### src/rtl/ysyx_041514_lsu_memif.sv
// LSU memory interface: latches one load/store, aligns it onto a 64-bit bus,
// and returns right-justified load data to the sign-extension stage.
module ysyx_041514_lsu_memif (
    input  logic        clk,
    input  logic        rst,
    input  logic        in_valid,
    output logic        in_ready,
    input  logic        in_load,
    input  logic [63:0] in_addr,
    input  logic [63:0] in_wdata,
    input  logic [3:0]  in_size,
    input  logic        in_signed,
    output logic        mem_req_valid,
    input  logic        mem_req_ready,
    output logic [63:0] mem_addr,
    output logic        mem_we,
    output logic [63:0] mem_wdata,
    output logic [7:0]  mem_wstrb,
    input  logic        mem_rsp_valid,
    output logic        mem_rsp_ready,
    input  logic [63:0] mem_rdata,
    output logic        out_valid,
    input  logic        out_ready,
    output logic [63:0] out_data,
    output logic [3:0]  out_size,
    output logic        out_signed,
    output logic        out_misalign
);

    localparam int unsigned XLEN = 64;

    typedef enum logic [1:0] {IDLE, REQ, WAIT, DONE} state_t;

    state_t            state_q, state_d;
    logic              load_q;
    logic              signed_q;
    logic              misalign_q;
    logic [XLEN-1:0]   addr_q;
    logic [XLEN-1:0]   wdata_q;
    logic [XLEN-1:0]   data_q;
    logic [3:0]        size_q;
    logic [2:0]        off;
    logic [5:0]        shamt;
    logic [7:0]        strb_base;
    logic              accept;
    logic              misalign_in;

    assign off    = addr_q[2:0];
    assign shamt  = {off, 3'b000};
    assign accept = in_valid && in_ready;

    // Alignment is judged on the incoming op so a bad access never reaches REQ.
    assign misalign_in = (in_size[1] && in_addr[0])
                      || (in_size[2] && (in_addr[1:0] != 2'b00))
                      || (in_size[3] && (in_addr[2:0] != 3'b000));

    always_comb begin
        state_d       = state_q;
        in_ready      = 1'b0;
        mem_req_valid = 1'b0;
        mem_rsp_ready = 1'b0;
        out_valid     = 1'b0;
        case (state_q)
            IDLE: begin
                in_ready = 1'b1;
                if (accept) state_d = misalign_in ? DONE : REQ;
            end
            REQ: begin
                mem_req_valid = 1'b1;
                if (mem_req_ready) state_d = WAIT;
            end
            WAIT: begin
                mem_rsp_ready = 1'b1;
                if (mem_rsp_valid) state_d = DONE;
            end
            DONE: begin
                out_valid = 1'b1;
                if (out_ready) state_d = IDLE;
            end
        endcase
    end

    always_comb begin
        strb_base = 8'h01;
        if (size_q[3])      strb_base = 8'hFF;
        else if (size_q[2]) strb_base = 8'h0F;
        else if (size_q[1]) strb_base = 8'h03;
    end

    assign mem_addr     = {addr_q[XLEN-1:3], 3'b000};
    assign mem_we       = !load_q;
    assign mem_wdata    = wdata_q << shamt;
    assign mem_wstrb    = load_q ? 8'h00 : (strb_base << off);
    assign out_data     = data_q;
    assign out_size     = size_q;
    assign out_signed   = signed_q;
    assign out_misalign = misalign_q;

    always_ff @(posedge clk) begin
        if (rst) begin
            state_q    <= IDLE;
            load_q     <= 1'b0;
            signed_q   <= 1'b0;
            misalign_q <= 1'b0;
            addr_q     <= '0;
            wdata_q    <= '0;
            data_q     <= '0;
            size_q     <= '0;
        end else begin
            state_q <= state_d;
            if (accept) begin
                load_q     <= in_load;
                signed_q   <= in_signed;
                misalign_q <= misalign_in;
                addr_q     <= in_addr;
                wdata_q    <= in_wdata;
                size_q     <= in_size;
                data_q     <= '0;
            end
            if (state_q == WAIT && mem_rsp_valid) begin
                data_q <= load_q ? (mem_rdata >> shamt) : '0;
            end
        end
    end

endmodule

### config.mk
export PLATFORM = sky130hd
export DESIGN_NAME = ysyx_041514_lsu_memif
export DESIGN_NICKNAME = d
export VERILOG_FILES = /design/src/rtl/ysyx_041514_lsu_memif.sv
export SDC_FILE = /design/constraint.sdc
export NUM_CORES = 1
export LEC_CHECK = 0
export ABC_AREA = 1
export CELL_PAD_IN_SITES_DETAIL_PLACEMENT = 1
export CELL_PAD_IN_SITES_GLOBAL_PLACEMENT = 1
export CORE_MARGIN = 2
export CORE_UTILIZATION = 30
export DETAILED_ROUTE_END_ITERATION = 12
export PLACE_DENSITY_LB_ADDON = 0.1
export SETUP_SLACK_MARGIN = 0.05
export SLEW_MARGIN = 20
export SYNTH_ARGS = -nofsm -noshare
export SYNTH_HDL_FRONTEND = slang
export SYNTH_SLANG_ARGS = --single-unit
### constraint.sdc
create_clock -name clk -period 1.9 [get_ports clk]
set_input_delay 0.19 -clock clk [delete_from_list [all_inputs] [get_ports clk]]
set_output_delay 0.19 -clock clk [all_outputs]
set_load 0.01 [all_outputs]
# After elaboration in Yosys (flattened, before gate mapping)
# Cells that the tools add are included.
[classes]
n_eq_ne = 7
shift = 3
mux = 17
n_reduce_logical = 13
[ops]
columns = ["operator", "n"]
rows = [
  ["64-bit 2-to-1 mux", 3],
  ["64-bit by 6-bit left shift with 64-bit output", 1],
  ["64-bit by 6-bit >> shifter with 64-bit output", 1],
  ["8-bit 2-to-1 mux", 2],
  ["2-bit 2-to-1 mux", 6],
  ["2-bit != test (second input constant)", 4],
  ["2-bit case mux with 4 select lines", 1],
  ["8-bit by 3-bit left shift with 8-bit output", 1],
  ["1-bit logical AND", 5],
  ["2-bit equality test (second input constant)", 2],
  ["1-bit 2-to-1 mux", 4],
  ["4-bit 2-to-1 mux", 1],
  ["4-bit AND reduction", 1],
  ["2-bit nonzero test", 2],
  ["3-bit nonzero test", 1],
  ["2-bit by 1-bit equality test with 1-bit output (second input constant)", 1],
  ["2-bit logical NOT", 1],
  ["1-bit logical OR", 2],
  ["1-bit logical NOT", 1],
]
[word_totals]
register_bits = 201
out_inout_bits = 211
elab_cells = 48

# Depth between registers and ports, before layout
# Gate-level depths: netlist of the first run.
[logic_depth]
word_depth = 7
depth_mapped = 11

# Least setup slack after synthesis of the first run
# OpenSTA, ideal clock, no wires.
[synth_timing]
kind = "flip-flop to flip-flop"
from = "register state_q[0]"
to = "register data_q[7], in the netlist out_data[7]"
setup_ns = 0.110
t_arrival_ns = 1.443
path_slack_ns = 0.347
stages_incl_launch_ff = 12
n_path_buf = 2
period_less_slack_ns = 1.553
path_cell_list = "dfxtp_1 > inv_1 > ha_1 > nand2_1 > nand2_4 > inv_2 > buf_6 > buf_6 > nand2_1 > nand3_1 > nand2_1 > inv_1"
[synth_via]
elab_chain_len = 4
[synth_rtl]
columns = ["element", "line_no", "source"]
rows = [
  ["start: declaration", "34", "state_t state_q, state_d;"],
  ["start signal: assignment", "110", "state_q <= state_d;"],
  ["2-bit logical NOT", "63", "case (state_q)"],
  ["1-bit 2-to-1 mux", "63", ""],
  ["1-bit logical AND", "50", "assign accept = in_valid && in_ready;"],
  ["2-bit nonzero test (no line)", "-", ""],
  ["end signal: assignment", "121", "data_q <= load_q ? (mem_rdata >> shamt) : '0;"],
  ["end: declaration", "40", "logic [XLEN-1:0] data_q;"],
]
# Parallel ways exist; a longest one is shown, timed or not.
# A chain may end at the register's enable or synchronous reset.

# Worst setup path after layout of the first run
[layout_timing]
from = "register addr_q[0]"
to = "output port mem_wstrb[7]"
[layout_via]
elab_chain_len = 2
[layout_rtl]
columns = ["element", "line_no", "source"]
rows = [
  ["start: declaration", "38", "logic [XLEN-1:0] addr_q;"],
  ["start signal: assignment", "115", "addr_q <= in_addr;"],
  ["8-bit by 3-bit left shift with 8-bit output", "93", "assign mem_wstrb = load_q ? 8'h00 : (strb_base << off);"],
  ["8-bit 2-to-1 mux", "93", ""],
  ["end: declaration", "18", "output logic [7:0] mem_wstrb,"],
]
# Every way passes these cells.

==> impl_metrics.csv, run 1 <==
group,metric,value,unit
sta,hold_violations,0,
detailed_routing,wl_per_cell,20.3,um
critical_path,cp.arrival,2.02,ns
floorplan,start_util,30.5,%
placement,io_buffers,411,
power_and_ir_drop,vdd_drop_max,0.739,mV
synth,synthTopCellsByArea,"dfxtp_1 36%, nand2_1 15%, nor2_1 11%",
synth,synth_most_common_cell,"nand2_1",
placement,place_inst,2520,
grt,antenna_found_initial,4,
critical_path,critPathRequiredTime,1.71,ns
synth,synth_cell_type_count,34,
sta,fin_crit_sh,116,%
sta,hold_slack,0.0561,ns
placement,gp_congestion,0.897,
clocking,cts-root-buf,"clkbuf_16",
sta,skew,0.0149,ns
critical_path,cp-start-kind,"register",
detailed_routing,wl_met3,4420,um
job,drv_cap,0,
detailed_routing,wl_met1,23300,um
detailed_routing,dr.pass1.iters,7,
power_and_ir_drop,p_leak,7.44,nW
synth,synth_common_cells,"441 x nand2_1, 318 x nor2_1, 201 x dfxtp_1",
clocking,clk_latency,0.55,ns
final_layout,ff_latch_area,4030,sq um
sta,slew_headroom,57.9,%
detailed_routing,first_iter_violations,775,
grt,grt_pass1_vias,13100,
floorplan,die_x,197,um
clocking,clock-sinks,201,
synth,ys.flop_type,"dfxtp_1",
floorplan,die_h,197,um
critical_path,path_class,"register to output pin",
sta,maxSlewViolCount,0,
synth,yosysTopAreaCell,"dfxtp_1",
clocking,path_clk_slew,0.06,ns
detailed_routing,via_per_inst,5.04,
sta,fin_tns_setup,-15.29,ns
synth,seq_area_frac_synth,35.9,%
clocking,clockBufferDepth,3,
hold_path,hold_class,"input port to register",
synth,ys_warn_count,0,
final_layout,stdcell_count,2609,
grt,grt_max_degree,91,
detailed_routing,wl_met2,23900,um
critical_path,cp_cell_sequence,"buf_4 > buf_6 > clkinv_8 > buf_6 > buf_6 > nand3_4 > nand2_4 > a211oi_2 > buf_4",
power_and_ir_drop,power.density,1280,nW/um^2
sta,rsz0062_at_grt,"yes",
clocking,cts_buffers,26,
critical_path,slowest_stage,"dfxtp_4",
placement,dp_hpwl,37700,um
clocking,ctsHoldBuffers,0,
sta,finalSetupViolCount,72,
outcome,outcome,"finished with violations",
synth,synth_edf_count,0,
sta,max_freq,0.452,GHz
final_layout,fill_cells,4595,
critical_path,crit_path_frequent_cell,"buf_6",
floorplan,placementRows,70,
power_and_ir_drop,power.total,22.4,mW
synth,synth_area,11200,sq um
detailed_routing,vias,13100,
floorplan,fp.dieArea,38900,sq um
synth,synth_top_area_share,35.9,%
sta,fin_crit,2.21,ns
clocking,h-tree-depth,1,
grt,gr-usage-all-layers,25.5,%
floorplan,core_region_area,36700,sq um
detailed_routing,maxUsedRoutingLayer,"met5",
grt,grt_pass1_wl,77100,um
sta,setup_ws,-0.312,ns
detailed_routing,routed_wl,53000,um
grt,grt_overflow,0,
clocking,cts_tree,"done",
final_layout,drive_above_1_share,18.4,%
floorplan,io_pins,415,
synth,synth-async-reset-ratio,0,%
outcome,violations,"negative setup slack",
final_layout,fin_nets,2334,
critical_path,cp_slowest_stage_delay,0.40,ns
final_layout,area_growth,55.9,%
synth,syn_avg_cell_area,6.37,sq um
synth,netlist_instances,1758,
critical_path,crit_fanout,6,
detailed_routing,antenna_left,0,
sta,worstMarginPinSlew,0.632,ns
critical_path,end_kind,"output pin",
detailed_routing,drc,0,
final_layout,multi_input_area,6470,sq um
synth,ys_ff_latch,201,
[what timing repair did]
action                     4_1_cts  5_1_grt
pin swaps                       35       31
setup buffers                   28       10
resized for setup              482      116
setup endpoints to repair       92      110
cloned                           7        5
[registers in the layout, summed over array words and instances, names as in the netlist]
signal,flops
out_data,64
addr_q,64
out_signed,1
out_misalign,1
wdata_q,64
load_q,1
out_size,4
state_q,2
[critical path: cells and delay by family, from the launching register on]
kind                   cells  cell delay (ns)
AOI/OAI and AO/OA          1             0.18
buffers and inverters      6             0.73
DFF                        1             0.40
and+or+nand+nor            2             0.18
[logic make-up after synthesis]
logic type / synth area share [%]
AO/OA/AOI/OAI: 15.0
buffers and inverters: 12.8
AND/OR/NAND/NOR: 35.6
other: 0.0335
flip-flops: 35.9
adder cells (fa/ha/maj): 0.558
multiplexers: 0.0893
[metrics by stage]
step,util [%],instance area (sq um),setup WS (ns)
floorplan,-,11200,0.347
global placement,42.3,15500,-0.0995
detailed placement,42.3,15500,-0.119
CTS,46.2,17000,-0.346
global route,47.6,17500,-0.388
finish,47.6,17500,-0.312
[final cells by class]
class	count	area share, %
Tap cell	468	3.35
Timing Repair Buffer	528	30.2
Multi-Input combinational cell	1300	37.0
Antenna cell	4	0.0573
Clock buffer	34	4.07
Timing Repair inverter	1	0.0931
Clock inverter	6	0.473
Inverter	67	1.61
Sequential cell	201	23.1
[worst paths after layout]
path                startpoint           end  slack (ns)  cells after the start
setup / recovery     addr_q[0]  mem_wstrb[7]       -0.31                      9
hold / removal             rst  out_data[10]        0.06                      4
setup reg to reg     addr_q[0]  out_data[27]        0.16                      8
hold reg to reg   out_data[37]  out_data[37]        0.46                      2
[report_power, final]
| group | leakage, nW | internal, mW | switching [mW] | total, mW |
|---|---|---|---|---|
| combinational | 5.40 | 5.09 | 6.80 | 11.9 |
| clock | 0.385 | 2.74 | 1.95 | 4.69 |
| sequential | 1.65 | 5.04 | 0.776 | 5.81 |
[layer usage]
layer	track usage, %	vias to the layer above
met2	40.9	431
met1	34.2	6304
met3	6.52	76
met5	0	-
met4	6.49	2
li1	-	6331
[placed cells by master (no fill, tap or decap), types with 29 or more instances in the layout]
master,count
nand2_1,398
buf_4,66
a21oi_1,81
o21ai_0,146
dfxtp_1,197
inv_1,59
nand2_2,29
o21ai_2,35
nor2_1,309
buf_2,49
nand3_1,164
buf_6,37
clkdlybuf4s50_1,332
clkbuf_16,29
No activity file was read; power rests on OpenSTA's default activity.
==> run 2, diff against run 1 <==
CTS_BUF_LIST = sky130_fd_sc_hd__clkbuf_8 sky130_fd_sc_hd__clkbuf_16   (was unset)
==> run 2 against run 1 <==
  * The run still ends with negative setup slack left
  * Global-route usage unchanged
  * Sequential share of layout area unchanged
  * Worst setup slack better by 0.0011 ns
  * Sequential cell count unchanged
  * Non-clock buffer count unchanged
  * Via count down 0.12%
  * Largest cell class unchanged
  * Largest power group unchanged
==> impl_metrics.csv, run 2 (synthesis gave the netlist of run 1 again) <==
group,metric,value,unit
critical_path,r2r-start,"addr_q[0]",
clocking,ctsHoldBuffers,0,
grt,grt_overflow,0,
detailed_routing,drc,0,
final_layout,drive_above_1_share,18.4,%
critical_path,regToRegEndpoint,"out_data[57]",
outcome,outcome,"finished with violations",
sta,worstMarginPinSlew,0.634,ns
power_and_ir_drop,intPower,12.8,mW
grt,grt_pass1_vias,13100,
critical_path,crit_path_frequent_cell,"buf_6",
grt,gr-usage-all-layers,25.5,%
power_and_ir_drop,p_switching,9.53,mW
critical_path,cp_slowest_stage_delay,0.40,ns
grt,antenna_found_initial,4,
clocking,clock-sinks,201,
placement,placed_area,15500,sq um
detailed_routing,routed_wl,53000,um
power_and_ir_drop,power.density,1280,nW/um^2
floorplan,die_h,197,um
critical_path,slowest_stage,"dfxtp_4",
power_and_ir_drop,vdd_drop_max,0.739,mV
final_layout,area_growth,55.9,%
clocking,path_clk_slew,0.06,ns
critical_path,cp_cell_sequence,"buf_4 > buf_6 > clkinv_8 > buf_6 > buf_6 > nand3_4 > nand2_4 > a211oi_2 > buf_4",
sta,hold_slack,0.0563,ns
sta,skew,0.0148,ns
detailed_routing,vias,13100,
detailed_routing,first_iter_violations,773,
sta,fin_crit,2.21,ns
power_and_ir_drop,p_seq_share,26.0,%
final_layout,mostFrequentLayoutCell,"nand2_1",
critical_path,crit_fanout,6,
placement,gp_congestion,0.897,
sta,finalSetupViolCount,72,
floorplan,placementRows,70,
placement,place_inst,2520,
sta,hold_violations,0,
outcome,violations,"negative setup slack",
job,drv_cap,0,
power_and_ir_drop,combPwrFrac,53.2,%
critical_path,end_kind,"output pin",
floorplan,io_pins,415,
hold_path,min_delay_path_depth,4,
clocking,cts_tree,"done",
final_layout,fin_util,47.6,%
clocking,clockBufferDepth,3,
final_layout,fin_nets,2334,
floorplan,die_x,197,um
sta,rsz0062_at_grt,"yes",
clocking,cts_buffers,26,
detailed_routing,via_per_inst,5.03,
hold_path,hold_class,"input port to register",
floorplan,core_region_area,36700,sq um
grt,grt_max_degree,91,
critical_path,cp.arrival,2.02,ns
floorplan,fp.dieArea,38900,sq um
final_layout,stdcell_count,2609,
critical_path,r2r_slack,0.14,ns
final_layout,final_cell_mix,"398 x nand2_1, 332 x clkdlybuf4s50_1, 309 x nor2_1",
sta,maxSlewViolCount,0,
critical_path,critPathRequiredTime,1.71,ns
sta,setup_ws,-0.311,ns
grt,grt_pass1_wl,77100,um
final_layout,stdcell_area,17500,sq um
detailed_routing,antenna_left,0,
sta,max_freq,0.452,GHz
hold_path,min_from,"rst",
placement,dp_hpwl,37700,um
sta,fin_crit_sh,116,%
power_and_ir_drop,p_sw_share,42.6,%
detailed_routing,dr.pass1.iters,5,
floorplan,start_util,30.5,%
clocking,h-tree-depth,1,
placement,io_buffers,411,
power_and_ir_drop,p_leak,7.46,nW
clocking,clk_latency,0.55,ns
critical_path,reg2reg_depth,8,
critical_path,path_class,"register to output pin",
detailed_routing,wl_per_cell,20.3,um
clocking,cts-root-buf,"clkbuf_16",
placement,pre_cts_slack,-0.119,ns
hold_path,hold_end,"out_data[10]",
critical_path,worst-path-buf-inv,6,
critical_path,cp-start-kind,"register",
power_and_ir_drop,power_frac_clock,20.9,%
sta,slew_headroom,57.7,%
critical_path,cp_top_family,"buffers and inverters",
[run 2: cell types whose count changed in the layout (fill, tap and decap cells not counted)]
cell and change:
clkbuf_1 -5, inv_1 +5
[run 2: worst max path at each step]
| stage | from | to | slack (ns) | depth (start not counted) |
|---|---|---|---|---|
| 5_1_grt | addr_q[0] | mem_wdata[60] | -0.39 | 9 |
| 3_3_place_gp | addr_q[0] | mem_wdata[7] | -0.1 | 5 |
| 3_5_place_dp | addr_q[0] | mem_wdata[63] | -0.12 | 5 |
| 6_report | addr_q[0] | mem_wstrb[7] | -0.31 | 9 |
| 4_1_cts | addr_q[0] | mem_wdata[7] | -0.35 | 7 |
| 2_1_floorplan | state_q[0] | out_data[7] | 0.35 | 11 |
[run 2: worst min-delay path: cells and delay by family]
family        cells  cell delay [ns]
buf+inv           3             0.26
simple gates      1             0.10
[run 2: metal layers]
| layer | vias up | part of all wire [%] | global-route usage [%] |
|---|---|---|---|
| met5 | - | 0.025 | 0 |
| met4 | 2 | 2.5 | 6.49 |
| met3 | 70 | 8.5 | 6.52 |
| met2 | 431 | 45 | 40.9 |
| met1 | 6295 | 44 | 34.2 |
| li1 | 6330 | - | - |
[run 2: area by class of cell]
class,instances,area [sq um]
antenna,4,10.0
clock buffer,29,692
clock inverter,11,101
fill,4595,19200
inverter,67,282
multi-input combinational,1300,6470
sequential,201,4030
tap,468,586
timing repair buffer,528,5280
timing repair inverter,1,16.3
[run 2: power groups by stage]
stage               Combinational [mW]  Clock (mW)  Sequential, mW
finish                            11.9        4.66            5.81
CTS                               11.1        4.79            5.76
global route                      12.9        4.95            5.90
floorplan                         5.97           0            5.50
detailed placement                10.4           0            5.78
global placement                  10.2           0            5.75
[run 2: repair_timing]
item	CTS	global route
gates cloned	7	5
buffers inserted	28	10
pin swaps	35	31
gates resized for setup	482	116
endpoints found under the setup margin	92	110
[run 2: metrics by stage]
| stage | setup TNS [ns] | power, mW |
|---|---|---|
| detailed placement | -1.03 | 16.1 |
| global placement | -0.590 | 16.0 |
| CTS | -14.66 | 21.7 |
| finish | -15.23 | 22.4 |
| floorplan | 0 | 11.5 |
| global route | -21.37 | 23.7 |
==> run 3, diff against run 2 <==
CORE_UTILIZATION = 27   (was 30)
clock period = 2 ns   (was 1.9 ns; I/O delays follow)
==> run 3 against run 2 <==
  * The flow still finishes with violations (negative setup slack)
  * Via count shrank 2.7%
  * Sequential cell count is the same
  * Register-to-register slack gained 0.03 ns
  * First-iteration DRC count shrank 25%
  * Power shrank 5.8%
  * Sequential power shrank 5.7%
  * Cell count grew 1.6%
  * Non-clock buffer count shrank 32
  * Global-route usage shrank 2.3 points
  * Hold slack lost 0.019 ns
  * Critical path type unchanged
  * Critical endpoint is now mem_wstrb[2]
  * Largest cell class unchanged
==> impl_metrics.csv, run 3 (synthesis gave the netlist of run 1 again) <==
group,metric,value,unit
floorplan,die_h,208,um
critical_path,end_kind,"output pin",
critical_path,critPathRequiredTime,1.80,ns
floorplan,fp.dieArea,43100,sq um
power_and_ir_drop,vdd_drop_max,0.622,mV
placement,pre_cts_slack,-0.143,ns
critical_path,cp_slowest_stage_delay,0.46,ns
final_layout,final_cell_mix,"410 x nand2_1, 333 x clkdlybuf4s50_1, 311 x nor2_1",
final_layout,fin_nets,2302,
clocking,ctsHoldBuffers,0,
detailed_routing,wl_per_cell,19.7,um
placement,gp_congestion,0.901,
placement,io_buffers,411,
clocking,h-tree-depth,1,
floorplan,io_pins,415,
detailed_routing,via_per_inst,4.82,
grt,grt_pass1_wl,79200,um
critical_path,cp-start-kind,"register",
clocking,cts_buffers,27,
grt,grt_pass1_vias,13200,
power_and_ir_drop,power.total,21.1,mW
grt,antenna_found_initial,5,
sta,hold_slack,0.0376,ns
sta,fin_crit_sh,110,%
floorplan,core_region_area,40900,sq um
sta,maxSlewViolCount,0,
final_layout,area_growth,52.6,%
power_and_ir_drop,p_leak,7.26,nW
detailed_routing,routed_wl,52300,um
final_layout,drive_above_1_share,15.8,%
floorplan,placementRows,74,
sta,setup_ws,-0.198,ns
sta,worstMarginPinSlew,0.635,ns
power_and_ir_drop,power.density,1230,nW/um^2
critical_path,cp.arrival,2.00,ns
critical_path,path_class,"register to output pin",
critical_path,cp_cell_sequence,"buf_4 > nor2_4 > buf_6 > a21oi_2 > nor2_1 > dlygate4sd2_1",
final_layout,mostFrequentLayoutCell,"nand2_1",
sta,skew,0.0114,ns
clocking,cts_tree,"done",
detailed_routing,dr.pass1.iters,5,
floorplan,die_x,208,um
grt,grt_overflow,0,
detailed_routing,first_iter_violations,583,
floorplan,start_util,27.4,%
detailed_routing,antenna_left,0,
sta,max_freq,0.455,GHz
grt,grt_max_degree,67,
sta,fin_crit,2.20,ns
critical_path,crit_fanout,7,
clocking,clock-sinks,201,
placement,dp_hpwl,38400,um
grt,gr-usage-all-layers,23.3,%
sta,fin_tns_setup,-5.39,ns
clocking,clk_latency,0.57,ns
detailed_routing,vias,12800,
sta,finalSetupViolCount,65,
sta,rsz0062_at_grt,"yes",
sta,hold_violations,0,
critical_path,slowest_stage,"dfxtp_4",
outcome,violations,"negative setup slack",
clocking,path_clk_slew,0.06,ns
detailed_routing,drc,0,
hold_path,hold_class,"input port to register",
final_layout,fill_cells,5107,
clocking,cts-root-buf,"clkbuf_16",
outcome,outcome,"finished with violations",
job,drv_cap,0,
sta,slew_headroom,57.7,%
clocking,clockBufferDepth,3,
[run 3: critical path: cells and delay by family, from the launching register on]
family	cells	cell delay, ns
simple gates	2	0.12
buf+inv	3	0.67
flops	1	0.46
compound gates	1	0.18
[run 3: power by group]
part	total (mW)	internal [mW]	leakage [nW]	switching [mW]
clock	5.15	3.17	0.493	1.98
combinational	10.4	4.33	5.12	6.11
sequential	5.48	4.78	1.65	0.699
total	21.1	12.3	7.26	8.79
[run 3: repair_timing]
item	CTS	global route
cloned	5	1
hold endpoints to repair	0	0
setup buffers	16	3
gates resized for setup	382	111
setup endpoints to repair	77	114
pin swaps	20	21
[run 3: area by class of cell]
class,count,area [sq um],share of cell area [%]
multi-input combinational,1300,6220,36.4
timing repair buffer,496,4930,28.8
inverter,67,279,1.63
antenna,4,10.0,0.0585
clock inverter,11,120,0.703
clock buffer,39,841,4.92
sequential,201,4030,23.6
tap,532,666,3.89
[run 3: layer usage]
layer / vias up / track usage (%) / routed length [um]
met2: 333 / 37.2 / 23500
met3: 62 / 5.89 / 3440
met4: 2 / 5.87 / 1250
met5: - / 0 / 10
li1: 6273 / - / -
met1: 6110 / 31.3 / 24100
[run 3: worst paths after layout]
check          startpoint           end  slack (ns)  cells after the start
max             addr_q[0]  mem_wstrb[2]       -0.20                      6
min                   rst  out_data[14]        0.04                      4
max reg2reg     addr_q[0]  out_data[29]        0.17                      6
min reg2reg  out_data[57]  out_data[57]        0.46                      2
[run 3: stage by stage]
step / instances / instance area, sq um / util, %
final: 2650 / 17100 / 41.8
after floorplan: 1760 / 11200 / -
after detailed placement: 2571 / 15500 / 38.0
after global routing: 2649 / 17100 / 41.8
after CTS: 2642 / 16800 / 41.0
after global placement: 2571 / 15500 / 38.0
